$ cat config.mk
export PLATFORM = sky130hd
export DESIGN_NAME = vga_scan_counter
export DESIGN_NICKNAME = d
export VERILOG_FILES = /design/src/rtl/vga_scan_counter.sv
export SDC_FILE = /design/constraint.sdc
export NUM_CORES = 1
export LEC_CHECK = 0
export BUFFER_PORTS_ARGS = -buffer_cell sky130_fd_sc_hd__buf_2
export CELL_PAD_IN_SITES_DETAIL_PLACEMENT = 0
export CELL_PAD_IN_SITES_GLOBAL_PLACEMENT = 2
export CORE_UTILIZATION = 40
export CTS_CLUSTER_SIZE = 24
export DETAILED_ROUTE_END_ITERATION = 8
export GPL_ROUTABILITY_DRIVEN = 0
export PLACE_DENSITY_LB_ADDON = 0.1
export SETUP_SLACK_MARGIN = 0.2
export SLEW_MARGIN = 15
export SYNTH_ARGS = -nofsm -noshare
export SYNTH_HDL_FRONTEND = slang
export SYNTH_SLANG_ARGS = --single-unit
$ cat constraint.sdc
create_clock -name clk -period 7.63 [get_ports clk]
set_input_delay 2.289 -clock clk [delete_from_list [all_inputs] [get_ports clk]]
set_output_delay 2.289 -clock clk [all_outputs]
set_load 0.01 [all_outputs]
$ cat src/rtl/vga_scan_counter.sv
// vga_scan_counter: pixel-scan timing generator for the VGA video path.
// Counts horizontal/vertical position on each pixel strobe. It drives the fetch
// coordinates to the address stage one step ahead of the frame-buffer read. It
// also emits sync and visible-area flags, delayed to line up with the read data.
//
// Ports:
//   clk         in   system clock, rising edge
//   rst_n       in   asynchronous active-low reset
//   pix_en      in   pixel strobe; all counting/shifting gated by it
//   x, y        out  fetch column/row (zero outside the visible area)
//   fetch_en    out  (x,y) inside the visible area, undelayed
//   hsync       out  horizontal sync, PIPE_DLY ticks late
//   vsync       out  vertical sync, PIPE_DLY ticks late
//   video_on    out  visible-area flag, PIPE_DLY ticks late
//   frame_start out  one-clk pulse after the strobe that wraps to (0,0)
module vga_scan_counter #(
    parameter int unsigned H_ACTIVE = 640,
    parameter int unsigned H_FP     = 16,
    parameter int unsigned H_SYNC   = 96,
    parameter int unsigned H_BP     = 48,
    parameter int unsigned V_ACTIVE = 480,
    parameter int unsigned V_FP     = 10,
    parameter int unsigned V_SYNC   = 2,
    parameter int unsigned V_BP     = 33,
    parameter bit          SYNC_POL = 1'b0,
    parameter int unsigned PIPE_DLY = 2
) (
    input  logic       clk,
    input  logic       rst_n,
    input  logic       pix_en,
    output logic [9:0] x,
    output logic [9:0] y,
    output logic       fetch_en,
    output logic       hsync,
    output logic       vsync,
    output logic       video_on,
    output logic       frame_start
);

    localparam int unsigned CW       = 10;
    localparam int unsigned H_TOTAL  = H_ACTIVE + H_FP + H_SYNC + H_BP;
    localparam int unsigned V_TOTAL  = V_ACTIVE + V_FP + V_SYNC + V_BP;
    localparam int unsigned HS_START = H_ACTIVE + H_FP;
    localparam int unsigned HS_END   = HS_START + H_SYNC;
    localparam int unsigned VS_START = V_ACTIVE + V_FP;
    localparam int unsigned VS_END   = VS_START + V_SYNC;

    localparam logic [CW-1:0] H_LAST  = CW'(H_TOTAL - 1);
    localparam logic [CW-1:0] V_LAST  = CW'(V_TOTAL - 1);
    localparam logic [CW-1:0] H_VIS   = CW'(H_ACTIVE);
    localparam logic [CW-1:0] V_VIS   = CW'(V_ACTIVE);
    localparam logic [CW-1:0] HS_LO   = CW'(HS_START);
    localparam logic [CW-1:0] HS_HI   = CW'(HS_END);
    localparam logic [CW-1:0] VS_LO   = CW'(VS_START);
    localparam logic [CW-1:0] VS_HI   = CW'(VS_END);
    localparam logic [PIPE_DLY-1:0] SYNC_IDLE = {PIPE_DLY{~SYNC_POL}};

    logic [CW-1:0]       hc_q, hc_d;
    logic [CW-1:0]       vc_q, vc_d;
    logic [CW-1:0]       x_q, x_d;
    logic [CW-1:0]       y_q, y_d;
    logic                fetch_en_q, fetch_en_d;
    logic                frame_start_q, frame_start_d;
    logic [PIPE_DLY-1:0] hs_pipe_q, hs_pipe_d;
    logic [PIPE_DLY-1:0] vs_pipe_q, vs_pipe_d;
    logic [PIPE_DLY-1:0] vo_pipe_q, vo_pipe_d;
    logic                hs_raw;
    logic                vs_raw;
    logic                vis;

    // Next-state: counters, fetch coordinates and delay lines advance on pix_en only.
    always_comb begin
        hc_d          = hc_q;
        vc_d          = vc_q;
        x_d           = x_q;
        y_d           = y_q;
        fetch_en_d    = fetch_en_q;
        frame_start_d = 1'b0;
        hs_pipe_d     = hs_pipe_q;
        vs_pipe_d     = vs_pipe_q;
        vo_pipe_d     = vo_pipe_q;
        vis           = 1'b0;

        // Raw sync decoded from the current count, so it stays aligned with fetch_en_q.
        hs_raw = ((hc_q >= HS_LO) && (hc_q < HS_HI)) ? SYNC_POL : ~SYNC_POL;
        vs_raw = ((vc_q >= VS_LO) && (vc_q < VS_HI)) ? SYNC_POL : ~SYNC_POL;

        if (pix_en) begin
            if (hc_q == H_LAST) begin
                hc_d = '0;
                if (vc_q == V_LAST) begin
                    vc_d          = '0;
                    frame_start_d = 1'b1;
                end else begin
                    vc_d = vc_q + CW'(1);
                end
            end else begin
                hc_d = hc_q + CW'(1);
            end

            // Fetch outputs follow the next count so they move on the same edge.
            vis        = (hc_d < H_VIS) && (vc_d < V_VIS);
            fetch_en_d = vis;
            x_d        = vis ? hc_d : '0;
            y_d        = vis ? vc_d : '0;

            hs_pipe_d[0] = hs_raw;
            vs_pipe_d[0] = vs_raw;
            vo_pipe_d[0] = fetch_en_q;
            for (int i = 1; i < int'(PIPE_DLY); i++) begin
                hs_pipe_d[i] = hs_pipe_q[i-1];
                vs_pipe_d[i] = vs_pipe_q[i-1];
                vo_pipe_d[i] = vo_pipe_q[i-1];
            end
        end
    end

    // State registers.
    always_ff @(posedge clk or negedge rst_n) begin
        if (!rst_n) begin
            hc_q          <= '0;
            vc_q          <= '0;
            x_q           <= '0;
            y_q           <= '0;
            fetch_en_q    <= 1'b0;
            frame_start_q <= 1'b0;
            hs_pipe_q     <= SYNC_IDLE;
            vs_pipe_q     <= SYNC_IDLE;
            vo_pipe_q     <= '0;
        end else begin
            hc_q          <= hc_d;
            vc_q          <= vc_d;
            x_q           <= x_d;
            y_q           <= y_d;
            fetch_en_q    <= fetch_en_d;
            frame_start_q <= frame_start_d;
            hs_pipe_q     <= hs_pipe_d;
            vs_pipe_q     <= vs_pipe_d;
            vo_pipe_q     <= vo_pipe_d;
        end
    end

    assign x           = x_q;
    assign y           = y_q;
    assign fetch_en    = fetch_en_q;
    assign frame_start = frame_start_q;
    assign hsync       = hs_pipe_q[PIPE_DLY-1];
    assign vsync       = vs_pipe_q[PIPE_DLY-1];
    assign video_on    = vo_pipe_q[PIPE_DLY-1];

endmodule
=== Word level (Yosys, flattened, before mapping) ===
Cells that the tools add are included.

* Bits in writable memories: 0
* Memories: 0
* Bits in latches: 0
* Register bits after elaboration: 48
* Memory bits (read-only): 0
* Input port bits: 3

* Reduce and logical (&&, ||, !) cells: 3
* Equality and inequality tests: 2
* Order comparisons: 6
* Add/sub/neg operators: 2
* Bitwise gates (word level): 0
* Divide/modulo/power cells: 0
* Mux-type cells: 12
* Shift-type cells: 0
* $mul: 0

{| class="wikitable"
|+ Operator list
! operator !! count
|-
| 2-to-1 mux 10 bit || 7
|-
| adder 10 x 1 -> 10 bit, second input constant || 2
|-
| == test 10 bit, second input constant || 2
|-
| less-than comparator 10 bit, second input constant || 2
|-
| less-than comparator 10 x 9 -> 1 bit, second input constant || 2
|-
| >= comparator 10 bit, second input constant || 1
|-
| >= comparator 10 x 9 -> 1 bit, second input constant || 1
|-
| 2-to-1 mux 1 bit || 5
|-
| logical AND 1 bit || 3
|}

=== Depth between registers and ports, before layout ===
Gate-level depths: netlist (run 1).

* Depth in word-level cells: 7
* Gate-level depth with buffers: 8
* Depth with buffers taken out: 6

=== Least setup slack after synthesis (run 1) ===
OpenSTA, ideal clock, no wires.

* Path kind: input to register
* From: input pix_en
* To: register y_q[2] (netlist: y[2])
* Required time: 7.529 ns
* Buffers on the path: 2
* Slack: 4.362 ns
* Cell stages on the path: 4
* Data arrival time: 3.168 ns
* Path through: clkbuf_1 -> clkbuf_1 -> o21ai_0 -> o32ai_1

{| class="wikitable"
|+ RTL lines
! element !! line !! text
|-
| start, declared || 30 || <nowiki>input logic pix_en,</nowiki>
|-
| end signal, assigned || 134 || <nowiki>y_q <= y_d;</nowiki>
|-
| end, declared || 61 || <nowiki>logic [CW-1:0] y_q, y_d;</nowiki>
|}

==> Implementation_results.wiki, run 1 <==
{| class="wikitable"
! Metric !! Value
|-
| Fraction of final layout cells sized beyond drive strength 1 || 0.180
|-
| Core Rows || 29
|-
| Post-CTS sizing || 0
|-
| Setup Total Neg Slack || 0 ns
|-
| Worst Path Max Fanout || 39
|-
| Number of warnings reported in the yosys synthesis log || 0
|-
| Critical path data required time || 7.85 ns
|-
| Number of nets in the final layout || 291
|-
| Number of unique standard cell types used by synthesis || 43
|-
| Area fraction in compound gates after synthesis || 0.153
|-
| Transition time at the pin with the least slew margin || 0.881 ns
|-
| Max-slew headroom at the worst pin || 0.412
|-
| Post-layout instance count excluding filler cells || 361
|-
| Netlist area before placement || 2610 sq um
|-
| Die height || 82.8 um
|-
| Max stage delay cell, worst path || inv_1
|-
| Placed cell count || 353
|-
| Clock slew seen by the registers of the worst setup and hold paths || 0.09 ns
|-
| Startpoint-to-endpoint class of the critical path || primary input to register
|-
| DRC violation count after routing || 0
|-
| FF+latch count, synth || 48
|-
| Wire length of the first global-routing pass || 9840 um
|-
| Total wire length || 6070 um
|-
| CP Launch Type || primary input
|-
| Cells taking the most area after synthesis || dfrtp_1 (42%), xnor2_1 (5.0%), nand2_1 (4.5%), dfstp_2 (4.0%), o41ai_1 (4.0%)
|-
| Static Leak || 1.21 nW
|-
| Run status || finished, final reports clean
|-
| Number of flops mapped to enable cells by yosys || 0
|-
| Number of maximum-capacitance constraint violations || 0
|-
| N_diodes || 0
|-
| Via count of the first global-routing pass || 1819
|-
| Routed wirelength normalized by instance count || 16.8 um
|-
| Clock latency reported for the late side of the worst-skew pair || 0.30 ns
|-
| Number of sinks on the clock net || 48
|-
| Area fraction in and, or, nand and nor cells after synthesis || 0.189
|-
| Max-slew violations || 0
|-
| Power density over the cells || 232 nW/um^2
|-
| Main combinational cell family by area after synthesis || simple AND/OR/NAND/NOR gates
|-
| Number of antenna violations at the first check in global routing || 0
|-
| Kind of cell with the highest combined delay on the critical path || buffers and inverters
|-
| Sequential-to-total area share from yosys stat || 0.462
|-
| Total GRT Usage || 0.194
|-
| Count of final hold-check violations || 0
|-
| Share of synthesized area spent on multiplexers || 0.0336
|-
| Total iterations of the first detailed-routing run || 4
|-
| Number of instances in the synthesized netlist || 269
|-
| Main flop type after synthesis || dfrtp_1
|-
| Top-count cell post-synth || dfrtp_1
|-
| Syn_nets || 277
|-
| Vias per cell || 5.47
|-
| Crit. End Element || register
|-
| Arrival time at the worst endpoint || 4.02 ns
|-
| Fraction of registers with async set or reset after synthesis || 1.00
|-
| Unrepaired setup endpoints after global routing || false
|-
| Critical path cell sequence || buf_2, inv_1, nor2_1, nand2_1, o21ai_0
|-
| Mapped Avg Cell Area || 9.70 sq um
|-
| Final critical path time including I/O delays and setup || 3.79 ns
|-
| Remaining number of nets flagged by the antenna check after routing || 0
|-
| Port Buffers || 27
|-
| Max Root-Sink Buffers || 2
|-
| Global route overflow || 0
|-
| Synth cell count leaders || dfrtp_1 (44), nand2_1 (31), inv_1 (18)
|-
| Final HPWL DP || 4030 um
|-
| Top cell type's share of synthesized area || 0.422
|-
| Cell taking the most area after synthesis || dfrtp_1
|-
| IO Count || 28
|-
| Buffers and inverters on the worst path || 2
|-
| Area Growth Syn to Fin || 8.82%
|-
| Cell at the root of the clock tree || clkbuf_8
|-
| Adder-cell area share of the yosys netlist || 0.0240
|-
| Hold-fix buffers, CTS || 0
|-
| Initial Utilization || 0.413
|-
| Maximum cell stage delay along the critical path || 0.62 ns
|-
| Level count of the clock H-tree || 2
|-
| Parity-gate share of the synthesized area counting xor and xnor cells || 0.0671
|-
| Number of DRC markers in iteration 0 || 98
|-
| Final worst-path cycle share || 0.497
|-
| Core ar. || 6310 sq um
|-
| Via count of the routed design || 1976
|-
| Worst min path class || register to register
|-
| Number of clock buffers inserted by TritonCTS || 5
|-
| Pin count of the biggest net entering global routing || 49
|-
| Die Wd || 82.8 um
|-
| Clock tree from TritonCTS || built
|-
| Maximum clock frequency || 264 MHz
|-
| Final setup viols || 0
|-
| Highest ir drop seen on vdd || 0.000115 V
|-
| Post-CTS setup buffer count || 0
|-
| Die Footprint || 6850 sq um
|-
| Layout Skew || 0.00844 ns
|}
[where the power goes]
group	switching (mW)	internal, mW
combinational	0.0815	0.0609
clock	0.0861	0.0974
sequential	0.0410	0.290
total	0.209	0.449
[worst register-to-register path: stages, from the launching register on]
cell and delay (ns):
dfrtp_1 0.44, ha_1 0.29, nand4_1 0.39, nor4_4 0.68
mux2_2 0.41, a32o_2 0.43, o41ai_1 0.37
[layout make-up]
| cell class | count | area [sq um] |
|---|---|---|
| Timing Repair Buffer | 28 | 143 |
| Inverter | 18 | 67.6 |
| Clock buffer | 6 | 72.6 |
| Sequential cell | 48 | 1210 |
| Fill cell | 637 | 3470 |
| Clock inverter | 2 | 35.0 |
| Tap cell | 77 | 96.3 |
| Multi-Input combinational cell | 182 | 1220 |
[metrics by stage]
stage / power (mW) / setup WS [ns] / hold WS, ns / utilization / instance area, sq um
6_report: 0.657 / 3.84 / 0.479 / 0.450 / 2840
4_1_cts: 0.667 / 3.82 / 0.486 / 0.450 / 2840
3_5_place_dp: 0.480 / 3.49 / 0.458 / 0.433 / 2730
5_1_grt: 0.700 / 3.62 / 0.505 / 0.450 / 2840
2_1_floorplan: 0.440 / 4.36 / 0.469 / - / 2610
3_3_place_gp: 0.480 / 3.54 / 0.457 / 0.433 / 2730
[sequential cells by signal, indices dropped and copies added, names as in the netlist]
| signal | flops |
|---|---|
| hc_q | 10 |
| y | 10 |
| vc_q | 10 |
| fetch_en | 1 |
| frame_start | 1 |
| hs_pipe_q | 2 |
| vs_pipe_q | 2 |
| vo_pipe_q | 2 |
| x | 10 |
[placed cells by master (no fill, tap or decap), drive strengths merged, types with 3 or more instances in the layout]
cell type | synthesis | layout
nand2 | 31 | 31
nor2 | 12 | 12
nand4 | 7 | 7
xnor2 | 15 | 15
inv | 18 | 18
ha | 5 | 5
o2bb2ai | 3 | 3
dfrtp | 44 | 44
mux2 | 6 | 6
o32ai | 7 | 7
dfstp | 4 | 4
nor4 | 6 | 6
xor2 | 5 | 5
and3 | 3 | 3
nor3 | 4 | 4
o21ai | 15 | 15
o41ai | 12 | 12
clkbuf | 15 | 6
a21oi | 7 | 7
buf | 6 | 28
nand3 | 15 | 15
[kinds of logic (layout without fill, tap and decap cells)]
| family | after synthesis | count (layout) |
|---|---|---|
| buffers and inverters | 39 | 54 |
| xor gates and xnor gates | 20 | 20 |
| adders and majority gates | 5 | 5 |
| AOI/OAI and AO/OA | 56 | 56 |
| muxes | 8 | 8 |
| DFF | 48 | 48 |
| and+or+nand+nor | 93 | 93 |
[final timing paths]
path	startpoint	end	slack, ns	cells past startpoint
worst max-delay path	pix_en	vc_q[2]$_DFFE_PN0P_	3.84	5
worst min-delay path	x[4]$_DFFE_PN0P_	x[4]$_DFFE_PN0P_	0.48	2
worst max register to register	hc_q[0]$_DFFE_PN0P_	y[7]$_DFFE_PN0P_	4.52	6
worst min register to register	x[4]$_DFFE_PN0P_	x[4]$_DFFE_PN0P_	0.48	2
max in group asynchronous	rst_n	hc_q[9]$_DFFE_PN0P_	5.12	2
min in group asynchronous	rst_n	x[2]$_DFFE_PN0P_	2.08	2
[layer usage]
layer  vias up  wire (um)  track usage
met1       931       3230        0.289
met2        46       2560        0.284
met5         -          0            0
met4         0         65       0.0483
li1        991          -            -
met3         8        209       0.0396
Power figures use the tool's default switching activity.
==> run 2, diff against run 1 <==
--- a/config.mk
+++ b/config.mk
@@ -5,10 +5,11 @@
 export SDC_FILE = /design/constraint.sdc
 export NUM_CORES = 1
 export LEC_CHECK = 0
+export ABC_AREA = 1
 export BUFFER_PORTS_ARGS = -buffer_cell sky130_fd_sc_hd__buf_2
 export CELL_PAD_IN_SITES_DETAIL_PLACEMENT = 0
 export CELL_PAD_IN_SITES_GLOBAL_PLACEMENT = 2
-export CORE_UTILIZATION = 40
+export CORE_UTILIZATION = 32
 export CTS_CLUSTER_SIZE = 24
 export DETAILED_ROUTE_END_ITERATION = 8
 export GPL_ROUTABILITY_DRIVEN = 0
==> constraint.sdc (replaced) <==
create_clock -name clk -period 3.2 [get_ports clk]
set_input_delay 0.96 -clock clk [delete_from_list [all_inputs] [get_ports clk]]
set_output_delay 0.96 -clock clk [all_outputs]
set_load 0.01 [all_outputs]
==> run 2 against run 1 <==
  * Cell area increased by 4.7%
  * Critical endpoint is now y[8]$_DFFE_PN0P_
  * Clock skew decreased by 0.00052 ns
  * Total power increased to 2.7 times the previous value
==> Implementation_results.wiki, run 2 <==
{| class="wikitable"
! Metric !! Value
|-
| Total GRT Usage || 0.179 (was 0.194)
|-
| Fraction of final layout cells sized beyond drive strength 1 || 0.187 (was 0.180)
|-
| Area fraction in and, or, nand and nor cells after synthesis || 0.333 (was 0.189)
|-
| Startpoint-to-endpoint class of the critical path || register to register (was primary input to register)
|-
| Kind of cell with the highest combined delay on the critical path || simple AND/OR/NAND/NOR gates (was buffers and inverters)
|-
| Arrival time at the worst endpoint || 2.40 ns (was 4.02 ns)
|-
| DRC violation count after routing || 0 (unchanged)
|-
| Crit. End Element || register (unchanged)
|-
| Start of the worst register-to-register path || hc_q[0]$_DFFE_PN0P_ (unchanged)
|-
| Number of antenna violations at the first check in global routing || 0 (unchanged)
|-
| Synth cell count leaders || nand2_1 (90), dfrtp_1 (44), inv_1 (28), nand4_1 (28), nor2_1 (28) (was dfrtp_1 (44), nand2_1 (31), inv_1 (18))
|-
| Syn_nets || 335 (was 277)
|-
| Clock latency reported for the late side of the worst-skew pair || 0.30 ns (about the same)
|-
| Placed cell count || 450 (was 353)
|-
| End point of the worst hold path || vs_pipe_q[1]$_DFFE_PN1P_ (was x[4]$_DFFE_PN0P_)
|-
| Post-CTS setup buffer count || 0 (unchanged)
|-
| Top-count cell post-synth || nand2_1 (was dfrtp_1)
|-
| Global route overflow || 0 (unchanged)
|-
| Commonest cells after routing, fill and taps aside || nand2_1 (90), dfrtp_1 (44), inv_1 (28), nand4_1 (28), nor2_1 (28) (was dfrtp_1 (44), nand2_1 (31), buf_2 (27))
|-
| Number of unique standard cell types used by synthesis || 34 (was 43)
|-
| Via count of the first global-routing pass || 2241 (was 1819)
|-
| Total iterations of the first detailed-routing run || 4 (unchanged)
|-
| Max-slew headroom at the worst pin || 0.659 (was 0.412)
|-
| Max stage delay cell, worst path || dfrtp_1 (was inv_1)
|-
| Source of the worst hold timing path || vs_pipe_q[1]$_DFFE_PN1P_ (was x[4]$_DFFE_PN0P_)
|-
| Level count of the clock H-tree || 2 (unchanged)
|-
| Length in cells of the worst reg-to-reg path || 8 (was 6)
|-
| Final HPWL DP || 5030 um (was 4030 um)
|-
| Highest ir drop seen on vdd || 0.000214 V (was 0.000115 V)
|-
| Wire length of the first global-routing pass || 11900 um (was 9840 um)
|-
| Area of all sequential standard cells || 1210 sq um (unchanged)
|-
| Pin count of the biggest net entering global routing || 35 (was 49)
|-
| Worst Path Max Fanout || 21 (was 39)
|-
| Worst min path class || register to register (unchanged)
|-
| Unrepaired setup endpoints after global routing || false (unchanged)
|-
| CP Launch Type || register (was primary input)
|-
| Max-slew violations || 0 (unchanged)
|-
| Pwr Total || 1.77 mW (was 657 uW)
|-
| Cells taking the most area after synthesis || dfrtp_1 (41%), nand2_1 (13%), nand4_1 (6.5%), dfstp_2 (3.9%), inv_1 (3.9%) (was dfrtp_1 (42%), xnor2_1 (5.0%), nand2_1 (4.5%), dfstp_2 (4.0%), o41ai_1 (4.0%))
|-
| Critical path data required time || 3.39 ns (was 7.85 ns)
|-
| Initial Utilization || 0.328 (was 0.413)
|-
| Layout Skew || 0.00791 ns (was 0.00844 ns)
|-
| Routed wirelength normalized by instance count || 15.5 um (was 16.8 um)
|-
| Clock tree from TritonCTS || built (unchanged)
|-
| Area fraction in compound gates after synthesis || 0.0844 (was 0.153)
|-
| Post-layout instance count excluding filler cells || 458 (was 361)
|-
| Placed Area || 2870 sq um (was 2730 sq um)
|-
| Sequential-to-total area share from yosys stat || 0.449 (was 0.462)
|-
| Core ar. || 8180 sq um (was 6310 sq um)
|-
| Total wire length || 7090 um (was 6070 um)
|-
| Fill count || 900 (was 637)
|-
| Number of instances in the synthesized netlist || 327 (was 269)
|-
| Buffers and inverters on the worst path || 0 (was 2)
|-
| Main flop type after synthesis || dfrtp_1 (unchanged)
|-
| Setup Total Neg Slack || 0 ns (unchanged)
|-
| Share of synthesized area spent on multiplexers || 0 (was 0.0336)
|-
| IO Count || 28 (unchanged)
|-
| Main combinational cell family by area after synthesis || simple AND/OR/NAND/NOR gates (unchanged)
|-
| Remaining number of nets flagged by the antenna check after routing || 0 (unchanged)
|-
| Transition time at the pin with the least slew margin || 0.511 ns (was 0.881 ns)
|-
| RR Endpoint || y[8]$_DFFE_PN0P_ (was y[7]$_DFFE_PN0P_)
|-
| Hold-fix buffers, CTS || 0 (unchanged)
|-
| Die height || 93.6 um (was 82.8 um)
|-
| Maximum cell stage delay along the critical path || 0.39 ns (was 0.62 ns)
|-
| Number of nets in the final layout || 360 (was 291)
|-
| Post-CTS sizing || 0 (unchanged)
|-
| Via count of the routed design || 2257 (was 1976)
|-
| Critical path cell sequence || ha_1, nand3_2, nor3_4, nand3_1, nand2_1, nand3_2, nand4_1, nand2_1 (was buf_2, inv_1, nor2_1, nand2_1, o21ai_0)
|-
| Run status || finished, final reports clean (unchanged)
|-
| Most frequent standard cell in the layout excluding fill and tap cells || nand2_1 (was dfrtp_1)
|-
| Final setup viols || 0 (unchanged)
|-
| Multi-input gate area in the final layout || 1220 sq um (about the same)
|-
| Final critical path time including I/O delays and setup || 2.21 ns
|-
| Fraction of registers with async set or reset after synthesis || 1.00 (unchanged)
|-
| Hold Path Depth || 2 (unchanged)
|-
| Number of sinks on the clock net || 48 (unchanged)
|-
| Number of flops mapped to enable cells by yosys || 0 (unchanged)
|-
| Maximum clock frequency || 452 MHz
|-
| Fin area || 2970 sq um (was 2840 sq um)
|-
| Top cell type's share of synthesized area || 0.410 (was 0.422)
|-
| Core Rows || 33 (was 29)
|-
| Power density over the cells || 596 nW/um^2 (was 232 nW/um^2)
|-
| Cell taking the most area after synthesis || dfrtp_1 (unchanged)
|-
| FF+latch count, synth || 48 (unchanged)
|-
| Adder-cell area share of the yosys netlist || 0.0233 (was 0.0240)
|-
| R2R setup slack || 0.99 ns (was 4.52 ns)
|-
| Mapped Avg Cell Area || 8.21 sq um (was 9.70 sq um)
|-
| Parity-gate share of the synthesized area counting xor and xnor cells || 0.0131 (was 0.0671)
|-
| Area Growth Syn to Fin || 10.8% (was 8.82%)
|-
| Static Leak || 1.49 nW (was 1.21 nW)
|-
| Die Wd || 93.6 um (was 82.8 um)
|-
| Clock slew seen by the registers of the worst setup and hold paths || 0.09 ns (about the same)
|-
| Cell at the root of the clock tree || clkbuf_8 (unchanged)
|-
| Port Buffers || 27 (unchanged)
|-
| N_diodes || 0 (unchanged)
|-
| Final worst-path cycle share || 0.691
|-
| Count of final hold-check violations || 0 (unchanged)
|-
| Number of maximum-capacitance constraint violations || 0 (unchanged)
|-
| Number of warnings reported in the yosys synthesis log || 0 (unchanged)
|-
| Die Footprint || 8760 sq um (was 6850 sq um)
|-
| Number of DRC markers in iteration 0 || 155 (was 98)
|-
| Vias per cell || 4.93 (was 5.47)
|-
| Max Root-Sink Buffers || 2 (unchanged)
|-
| Number of clock buffers inserted by TritonCTS || 5 (unchanged)
|-
| Netlist area before placement || 2680 sq um (was 2610 sq um)
|}
[run 2: logic make-up (layout without fill, tap and decap cells)]
group	count (synthesis)	count (layout)
xor+xnor	4	4
fa+ha+maj	5	5
simple gates	184	184
buf+inv	50	76
compound gates	36	36
flops	48	48
[run 2: report_power, final]
group	internal (mW)	switching, mW	total [mW]
combinational	0.171	0.306	0.477
sequential	0.728	0.119	0.846
clock	0.232	0.215	0.447
total	1.13	0.639	1.77
[run 2: metal layers]
layer,GRT usage,share of wire,vias up
met2,0.256,0.40,46
met1,0.278,0.55,1070
met4,0.0500,0.015,0
met5,0,0,-
li1,-,-,1132
met3,0.0236,0.033,9
[run 2: how the worst max path moves through the flow]
stage / startpoint / endpoint / depth (start not counted)
6_report: hc_q[0]$_DFFE_PN0P_ / y[8]$_DFFE_PN0P_ / 8
5_1_grt: hc_q[0]$_DFFE_PN0P_ / y[0]$_DFFE_PN0P_ / 8
4_1_cts: hc_q[0]$_DFFE_PN0P_ / y[8]$_DFFE_PN0P_ / 8
3_5_place_dp: pix_en / vs_pipe_q[0]$_DFFE_PN1P_ / 7
3_3_place_gp: pix_en / vs_pipe_q[0]$_DFFE_PN1P_ / 7
2_1_floorplan: pix_en / vc_q[7]$_DFFE_PN0P_ / 5
[run 2: final cells by class]
class,count,area share
Sequential cell,48,0.406
Tap cell,105,0.0442
Multi-Input combinational cell,229,0.410
Timing Repair Buffer,32,0.0581
Clock inverter,2,0.0118
Clock buffer,6,0.0244
Inverter,36,0.0463
[run 2: through the flow]
| step | worst slack (ns) | hold slack [ns] | utilization |
|---|---|---|---|
| after global routing | 0.791 | 0.494 | 0.364 |
| after detailed placement | 0.960 | 0.455 | 0.350 |
| after floorplan | 1.34 | 0.442 | - |
| after CTS | 1.00 | 0.471 | 0.364 |
| after global placement | 0.990 | 0.451 | 0.350 |
| final | 0.987 | 0.465 | 0.364 |
[run 2: tightest hold or removal path, cell delays in order (launching register included)]
cell,delay (ns)
dfstp_2,0.38
nand2_1,0.05
nand2_1,0.04
